**src/rtl/otter_arb_pkg.sv**
```systemverilog
// Shared types for the data-memory port-2 arbiter.
//   arb_id_t   : identifies a requester (or nobody) for grant, ownership and
//                read-return routing.
//   MEM_SIZE_* : MEM_SIZE encodings carried through unchanged to the memory.
//   mem_req_t  : one access as presented to the memory (store flag, address,
//                store data, size, sign mode).
package otter_arb_pkg;

    typedef enum logic [1:0] {
        ARB_NONE = 2'd0,
        ARB_M0   = 2'd1,
        ARB_M1   = 2'd2
    } arb_id_t;

    localparam logic [1:0] MEM_SIZE_BYTE = 2'b00;
    localparam logic [1:0] MEM_SIZE_HALF = 2'b01;
    localparam logic [1:0] MEM_SIZE_WORD = 2'b10;

    localparam int ARB_ADDR_W = 32;
    localparam int ARB_DATA_W = 32;

    typedef struct packed {
        logic                  we;
        logic [ARB_ADDR_W-1:0] addr;
        logic [ARB_DATA_W-1:0] wdata;
        logic [1:0]            size;
        logic                  sign;
    } mem_req_t;

endpackage

```
**src/rtl/dmem_arb_prio.sv**
```systemverilog
// Winner selection for the two memory requesters plus the M1 starvation
// counter.
//   clk, rst_n : clock, asynchronous active-low reset
//   m0_req     : M0 requesting this cycle
//   m1_req     : M1 requesting this cycle
//   m1_lock    : M1 asks to keep ownership across back-to-back accesses
//   owner      : requester granted in the previous cycle (ARB_NONE if idle)
//   winner     : requester granted this cycle (combinational)
module dmem_arb_prio
    import otter_arb_pkg::*;
#(
    parameter int STARVE_MAX = 4
) (
    input  logic    clk,
    input  logic    rst_n,
    input  logic    m0_req,
    input  logic    m1_req,
    input  logic    m1_lock,
    input  arb_id_t owner,
    output arb_id_t winner
);

    localparam int               CNT_W   = $clog2(STARVE_MAX + 1);
    localparam logic [CNT_W-1:0] CNT_MAX = CNT_W'(STARVE_MAX);

    logic [CNT_W-1:0] starve_d;
    logic [CNT_W-1:0] starve_q;

    // Lock only extends an ownership M1 already holds; it can never take the
    // port away from M0 or claim it from idle.
    always_comb begin
        winner = ARB_NONE;
        if (owner == ARB_M1 && m1_lock && m1_req) begin
            winner = ARB_M1;
        end else if (starve_q == CNT_MAX && m1_req) begin
            winner = ARB_M1;
        end else if (m0_req) begin
            winner = ARB_M0;
        end else if (m1_req) begin
            winner = ARB_M1;
        end
    end

    // Counts consecutive denied M1 cycles, saturating; any M1 grant or a
    // withdrawn M1 request starts the count over.
    always_comb begin
        starve_d = '0;
        if (m1_req && winner != ARB_M1) begin
            starve_d = (starve_q == CNT_MAX) ? starve_q : starve_q + CNT_W'(1);
        end
    end

    always_ff @(posedge clk or negedge rst_n) begin
        if (!rst_n) begin
            starve_q <= '0;
        end else begin
            starve_q <= starve_d;
        end
    end

endmodule

```
**src/rtl/dmem_port_arbiter.sv**
```systemverilog
// Shares memory data port 2 between M0 (core load/store path) and M1
// (DMA / program loader). One access per cycle, granted combinationally;
// load data returns one cycle after its grant and is routed to the issuer.
//   clk, rst_n          : clock, asynchronous active-low reset
//   m0_* / m1_*         : req, we, addr, wdata, size, sign in; gnt, rvalid,
//                         rdata out; m1_lock holds M1 ownership for bursts
//   mem_rden2, mem_we2  : read / write strobes to the memory
//   mem_addr2, mem_din2,
//   mem_size, mem_sign  : access fields to the memory (held when idle)
//   mem_dout2           : memory read data, valid one cycle after mem_rden2
module dmem_port_arbiter
    import otter_arb_pkg::*;
#(
    parameter int ADDR_W     = 32,
    parameter int DATA_W     = 32,
    parameter int STARVE_MAX = 4
) (
    input  logic              clk,
    input  logic              rst_n,
    input  logic              m0_req,
    input  logic              m0_we,
    input  logic [ADDR_W-1:0] m0_addr,
    input  logic [DATA_W-1:0] m0_wdata,
    input  logic [1:0]        m0_size,
    input  logic              m0_sign,
    output logic              m0_gnt,
    output logic              m0_rvalid,
    output logic [DATA_W-1:0] m0_rdata,
    input  logic              m1_req,
    input  logic              m1_we,
    input  logic [ADDR_W-1:0] m1_addr,
    input  logic [DATA_W-1:0] m1_wdata,
    input  logic [1:0]        m1_size,
    input  logic              m1_sign,
    input  logic              m1_lock,
    output logic              m1_gnt,
    output logic              m1_rvalid,
    output logic [DATA_W-1:0] m1_rdata,
    output logic              mem_rden2,
    output logic              mem_we2,
    output logic [ADDR_W-1:0] mem_addr2,
    output logic [DATA_W-1:0] mem_din2,
    output logic [1:0]        mem_size,
    output logic              mem_sign,
    input  logic [DATA_W-1:0] mem_dout2
);

    arb_id_t  winner;
    arb_id_t  owner_d, owner_q;
    arb_id_t  rd_id_d, rd_id_q;
    logic     rd_pend_d, rd_pend_q;
    mem_req_t held_d, held_q;
    mem_req_t sel;
    logic     m0_req_g, m1_req_g;

    // Requests are masked while reset is asserted so no grant (and hence no
    // memory strobe) can escape during reset.
    assign m0_req_g = m0_req & rst_n;
    assign m1_req_g = m1_req & rst_n;

    dmem_arb_prio #(
        .STARVE_MAX (STARVE_MAX)
    ) u_prio (
        .clk     (clk),
        .rst_n   (rst_n),
        .m0_req  (m0_req_g),
        .m1_req  (m1_req_g),
        .m1_lock (m1_lock),
        .owner   (owner_q),
        .winner  (winner)
    );

    // Idle cycles replay the last granted fields so the memory-side address
    // and data buses never toggle without an access.
    always_comb begin
        sel = held_q;
        case (winner)
            ARB_M0: begin
                sel.we    = m0_we;
                sel.addr  = ARB_ADDR_W'(m0_addr);
                sel.wdata = ARB_DATA_W'(m0_wdata);
                sel.size  = m0_size;
                sel.sign  = m0_sign;
            end
            ARB_M1: begin
                sel.we    = m1_we;
                sel.addr  = ARB_ADDR_W'(m1_addr);
                sel.wdata = ARB_DATA_W'(m1_wdata);
                sel.size  = m1_size;
                sel.sign  = m1_sign;
            end
            default: ;
        endcase
    end

    always_comb begin
        m0_gnt    = (winner == ARB_M0);
        m1_gnt    = (winner == ARB_M1);
        mem_rden2 = (winner != ARB_NONE) && !sel.we;
        mem_we2   = (winner != ARB_NONE) && sel.we;
        mem_addr2 = sel.addr[ADDR_W-1:0];
        mem_din2  = sel.wdata[DATA_W-1:0];
        mem_size  = sel.size;
        mem_sign  = sel.sign;

        held_d    = sel;
        owner_d   = winner;
        rd_pend_d = mem_rden2;
        rd_id_d   = winner;
    end

    // Read data passes straight through from the memory to whichever
    // requester issued the load one cycle earlier; the other sees zero.
    always_comb begin
        m0_rvalid = rd_pend_q && (rd_id_q == ARB_M0);
        m1_rvalid = rd_pend_q && (rd_id_q == ARB_M1);
        m0_rdata  = m0_rvalid ? mem_dout2 : '0;
        m1_rdata  = m1_rvalid ? mem_dout2 : '0;
    end

    always_ff @(posedge clk or negedge rst_n) begin
        if (!rst_n) begin
            owner_q   <= ARB_NONE;
            rd_id_q   <= ARB_NONE;
            rd_pend_q <= 1'b0;
            held_q    <= '0;
        end else begin
            owner_q   <= owner_d;
            rd_id_q   <= rd_id_d;
            rd_pend_q <= rd_pend_d;
            held_q    <= held_d;
        end
    end

endmodule

```
**config.mk**
```make
export PLATFORM = sky130hd
export DESIGN_NAME = dmem_port_arbiter
export DESIGN_NICKNAME = d
export VERILOG_FILES = /design/src/rtl/otter_arb_pkg.sv /design/src/rtl/dmem_arb_prio.sv /design/src/rtl/dmem_port_arbiter.sv
export SDC_FILE = /design/constraint.sdc
export NUM_CORES = 1
export LEC_CHECK = 0
export CAP_MARGIN = 0
export CORE_AREA = 2 2 121 123
export CTS_BUF_LIST = sky130_fd_sc_hd__clkbuf_8
export DETAILED_ROUTE_END_ITERATION = 8
export DIE_AREA = 0 0 123 125
export GPL_TIMING_DRIVEN = 0
export PLACE_DENSITY = 0.76
export SLEW_MARGIN = 40
export SYNTH_ARGS = -nofsm -noshare
export SYNTH_HDL_FRONTEND = slang
export SYNTH_SLANG_ARGS = --single-unit
```
**constraint.sdc**
```tcl
create_clock -name clk -period 7.77 [get_ports clk]
set_clock_uncertainty 0.1 [all_clocks]
set_input_delay 1.9425 -clock clk [delete_from_list [all_inputs] [get_ports clk]]
set_output_delay 1.9425 -clock clk [all_outputs]
set_load 0.02 [all_outputs]
```
==> results of run 1 <==
==> final cells by class <==
type / instances / area, µm²
Tap cell: 184 / 230.2
Fill cell: 1228 / 5906
Buffer: 104 / 768.2
Clock inverter: 5 / 53.80
Sequential cell: 74 / 1852
Timing Repair Buffer: 310 / 3114
Inverter: 3 / 11.26
Clock buffer: 11 / 151.4
Multi-Input combinational cell: 297 / 2117
==> cells by family after synthesis <==
family	Yosys count
compound gates	144
fa+ha+maj	5
buf+inv	107
flops	74
simple gates	148
==> path summary, 6_finish.rpt <==
check / start / end / slack, ns / depth (start not counted)
max: m1_req / mem_din2[22] / 1.00 / 10
min: held_q[5]$_DFF_PN0_ / held_q[5]$_DFF_PN0_ / 0.42 / 2
max reg2reg: u_prio.starve_q[0]$_DFFE_PN0P_ / held_q[28]$_DFF_PN0_ / 5.34 / 9
min reg2reg: held_q[5]$_DFF_PN0_ / held_q[5]$_DFF_PN0_ / 0.42 / 2
max in group asynchronous: rst_n / held_q[18]$_DFF_PN0_ / 5.66 / 2
min in group asynchronous: rst_n / held_q[49]$_DFF_PN0_ / 1.36 / 1
==> power groups by stage <==
stage / logic (mW) / clock network (mW) / registers, mW
after floorplan: 0.374 / 0 / 0.481
after global routing: 0.731 / 0.336 / 0.488
after global placement: 0.674 / 0 / 0.485
after detailed placement: 0.685 / 0 / 0.487
after CTS: 0.690 / 0.318 / 0.480
final: 0.683 / 0.308 / 0.480
==> worst max-delay path: cells and delay by family <==
kind | cells | cell delay [ns]
simple gates | 2 | 0.19
compound gates | 2 | 0.35
buf+inv | 5 | 1.88
fa+ha+maj | 1 | 0.37
==> metrics by stage <==
step	std cells	util (%)	hold WS (ns)
6_report	988	58.42	0.4219
3_5_place_dp	972	56.98	0.4062
3_3_place_gp	971	56.83	0.3965
5_1_grt	988	58.42	0.4426
2_1_floorplan	478	-	0.3851
4_1_cts	988	58.42	0.4243
==> flip-flops by register name, indices dropped and copies added (netlist names) <==
name	count
rd_id_q	2
rd_pend_q	1
held_q	68
u_prio.starve_q	3
==> per-layer routing <==
layer,GRT usage (%),vias up
met4,8.088,0
met2,37.34,211
met1,22.50,2224
li1,-,2225
met5,0,-
met3,5.018,29
==> cells in the final DEF, fill, tap and decap left out, types with 9 or more instances in the layout <==
master / netlist / layout
sky130_fd_sc_hd__and2_1: 64 / 64
sky130_fd_sc_hd__nor2_1: 69 / 69
sky130_fd_sc_hd__a21oi_1: 30 / 30
sky130_fd_sc_hd__buf_2: 22 / 22
sky130_fd_sc_hd__a22oi_2: 40 / 40
sky130_fd_sc_hd__a22oi_1: 27 / 27
sky130_fd_sc_hd__buf_4: 67 / 67
sky130_fd_sc_hd__dfrtp_1: 74 / 74
sky130_fd_sc_hd__buf_6: 8 / 9
sky130_fd_sc_hd__clkdlybuf4s50_1: 0 / 308
sky130_fd_sc_hd__clkbuf_8: 0 / 11
sky130_fd_sc_hd__a21oi_2: 40 / 40
==> impl_metrics.sql, run 1 <==
INSERT INTO impl_metrics (metric_group, metric, value, unit) VALUES
('pwr', 'switching_share', '32.77', '%'),
('pwr', 'power_report.internal_total', '988.6', 'µW'),
('synth', 'async_reset_ff_share', '100.0', '%'),
('synth', 'number_of_distinct_library_cells_after_synthesis', '33', ''),
('worst_setup_path', 'timing.critical_path.from_type', 'primary input', ''),
('worst_setup_path', 'arrival_time_reported_for_the_critical_path_endpoint', '4.73', 'ns'),
('clocking', 'postCtsSetupBuffers', '0', ''),
('detailed_routing', 'avgRoutedWirePerCell', '15.96', 'µm'),
('timing', 'max_freq', '147.7', 'MHz'),
('worst_hold_path', 'min_delay_path_class', 'reg2reg', ''),
('timing', 'period_minus_slack', '6.770', 'ns'),
('layout', 'fin_nets', '977', ''),
('worst_setup_path', 'crit_chain', 'clkdlybuf4s50_1 > nand2_1 > a31o_1 > ha_1 > buf_2 > buf_2 > nor2_1 > a21oi_2 > buf_4 > clkdlybuf4s50_1', ''),
('detailed_routing', 'ant_nets', '0', ''),
('synth', 'post_synth_and_or_nand_nor_area_fraction', '16.34', '%'),
('pwr', 'power.combinational.fraction', '46.5', '%'),
('detailed_routing', 'vias_per_cell', '4.746', ''),
('global_route', 'vias_in_the_first_global_route', '4921', ''),
('die', 'die-area', '15380', 'µm²'),
('synth', 'synth_warnings', '0', ''),
('die', 'die_width', '123', 'µm'),
('die', 'core', '14200', 'µm²'),
('synth', 'synth_compound_area_share', '26.93', '%'),
('clocking', 'cts.htree.levels', '3', ''),
('synth', 'combinational_family_with_the_most_area_after_synthesis', 'compound AO/OA/AOI/OAI gates', ''),
('synth', 'post-synth-top-area-fraction', '39.00', '%'),
('die', 'ioPinCount', '310', ''),
('layout', 'synthToLayoutAreaGrowth', '74.76', '%'),
('timing', 'final_hold_viol_count', '0', ''),
('worst_setup_path', 'critical_path.endpoint_type', 'primary output', ''),
('timing', 'worst_slew_pin_slew', '0.4489', 'ns'),
('detailed_routing', 'wl_met3', '1.291', 'mm'),
('timing', 'rsz_0062_raised_after_global_routing', 'false', ''),
('place', 'dpl.hpwl', '12.95', 'mm'),
('pwr', 'vdd_drop_max', '96.74', 'µV'),
('detailed_routing', 'routed.top_layer', 'met4', ''),
('synth', 'synthesis.area', '4748', 'µm²'),
('pwr', 'total_power', '1.470', 'mW'),
('synth', 'ys_top_cells_by_area', 'sky130_fd_sc_hd__dfrtp_1 39%, sky130_fd_sc_hd__buf_4 11%, sky130_fd_sc_hd__a22oi_2 11%', ''),
('global_route', 'global_route.overflow_total', '0', ''),
('timing', 'report.final.slew_viol_count', '0', ''),
('timing', 'relSlewSlack', '70.08', '%'),
('outcome', 'run_status', 'finished, final reports clean', ''),
('clocking', 'cts-root-buf', 'sky130_fd_sc_hd__clkbuf_8', ''),
('detailed_routing', 'detail_route.wirelength', '15.77', 'mm'),
('pwr', 'power_density', '177.2', 'nW/µm²'),
('die', 'starting_density_of_the_core', '33.43', '%'),
('detailed_routing', 'route.detailed.drc', '0', ''),
('clocking', 'cts_hold_repair.buffers', '0', ''),
('synth', 'ys_seq_area_share', '39.00', '%'),
('die', 'floorplan.rows', '44', ''),
('timing', 'post_route_worst_setup_slack', '1.000', 'ns'),
('detailed_routing', 'detailroute.via_count', '4689', ''),
('pwr', 'power.share.sequential', '32.6', '%'),
('timing', 'setup_viol_count_final', '0', ''),
('worst_setup_path', 'timing.setup.critical_path_class', 'in2out', ''),
('synth', 'synth_commonest_cells', '74 x sky130_fd_sc_hd__dfrtp_1, 69 x sky130_fd_sc_hd__nor2_1, 67 x sky130_fd_sc_hd__buf_4', ''),
('worst_setup_path', 'critical_path_s_slowest_cell', 'sky130_fd_sc_hd__clkdlybuf4s50_1', ''),
('synth', 'synthMostInstantiatedCell', 'sky130_fd_sc_hd__dfrtp_1', ''),
('timing', 'layout_worst_path_cycle_share', '87.13', '%'),
('place', 'port_buffer_cells', '309', ''),
('synth', 'synthesized_nets', '656', ''),
('detailed_routing', 'route.layer.met1.wl', '5.785', 'mm'),
('detailed_routing', 'detailed_route_wirelength_on_metal2', '8.242', 'mm'),
('layout', 'antenna_cells', '0', ''),
('global_route', 'grt_first_pass_wirelength', '24.61', 'mm'),
('clocking', 'clk_transition_reported_paths', '0.08', 'ns'),
('place', 'dp_slack', '0.9592', 'ns'),
('synth', 'post_synth_fa_ha_maj_area_fraction', '1.318', '%'),
('pwr', 'clock_power_share', '20.9', '%'),
('clocking', 'tritoncts_clock_tree', 'done', '');
Power figures use the tool's default switching activity.
==> run 2: changes to the inputs <==
--- a/config.mk
+++ b/config.mk
@@ -5,6 +5,7 @@
 export SDC_FILE = /design/constraint.sdc
 export NUM_CORES = 1
 export LEC_CHECK = 0
+export ABC_CLOCK_PERIOD_IN_PS = 7770
 export CAP_MARGIN = 0
 export CORE_AREA = 2 2 121 123
 export CTS_BUF_LIST = sky130_fd_sc_hd__clkbuf_8
==> results of run 2 <==
Same layout as run 1: the final DEF is identical, and so are final timing and power.
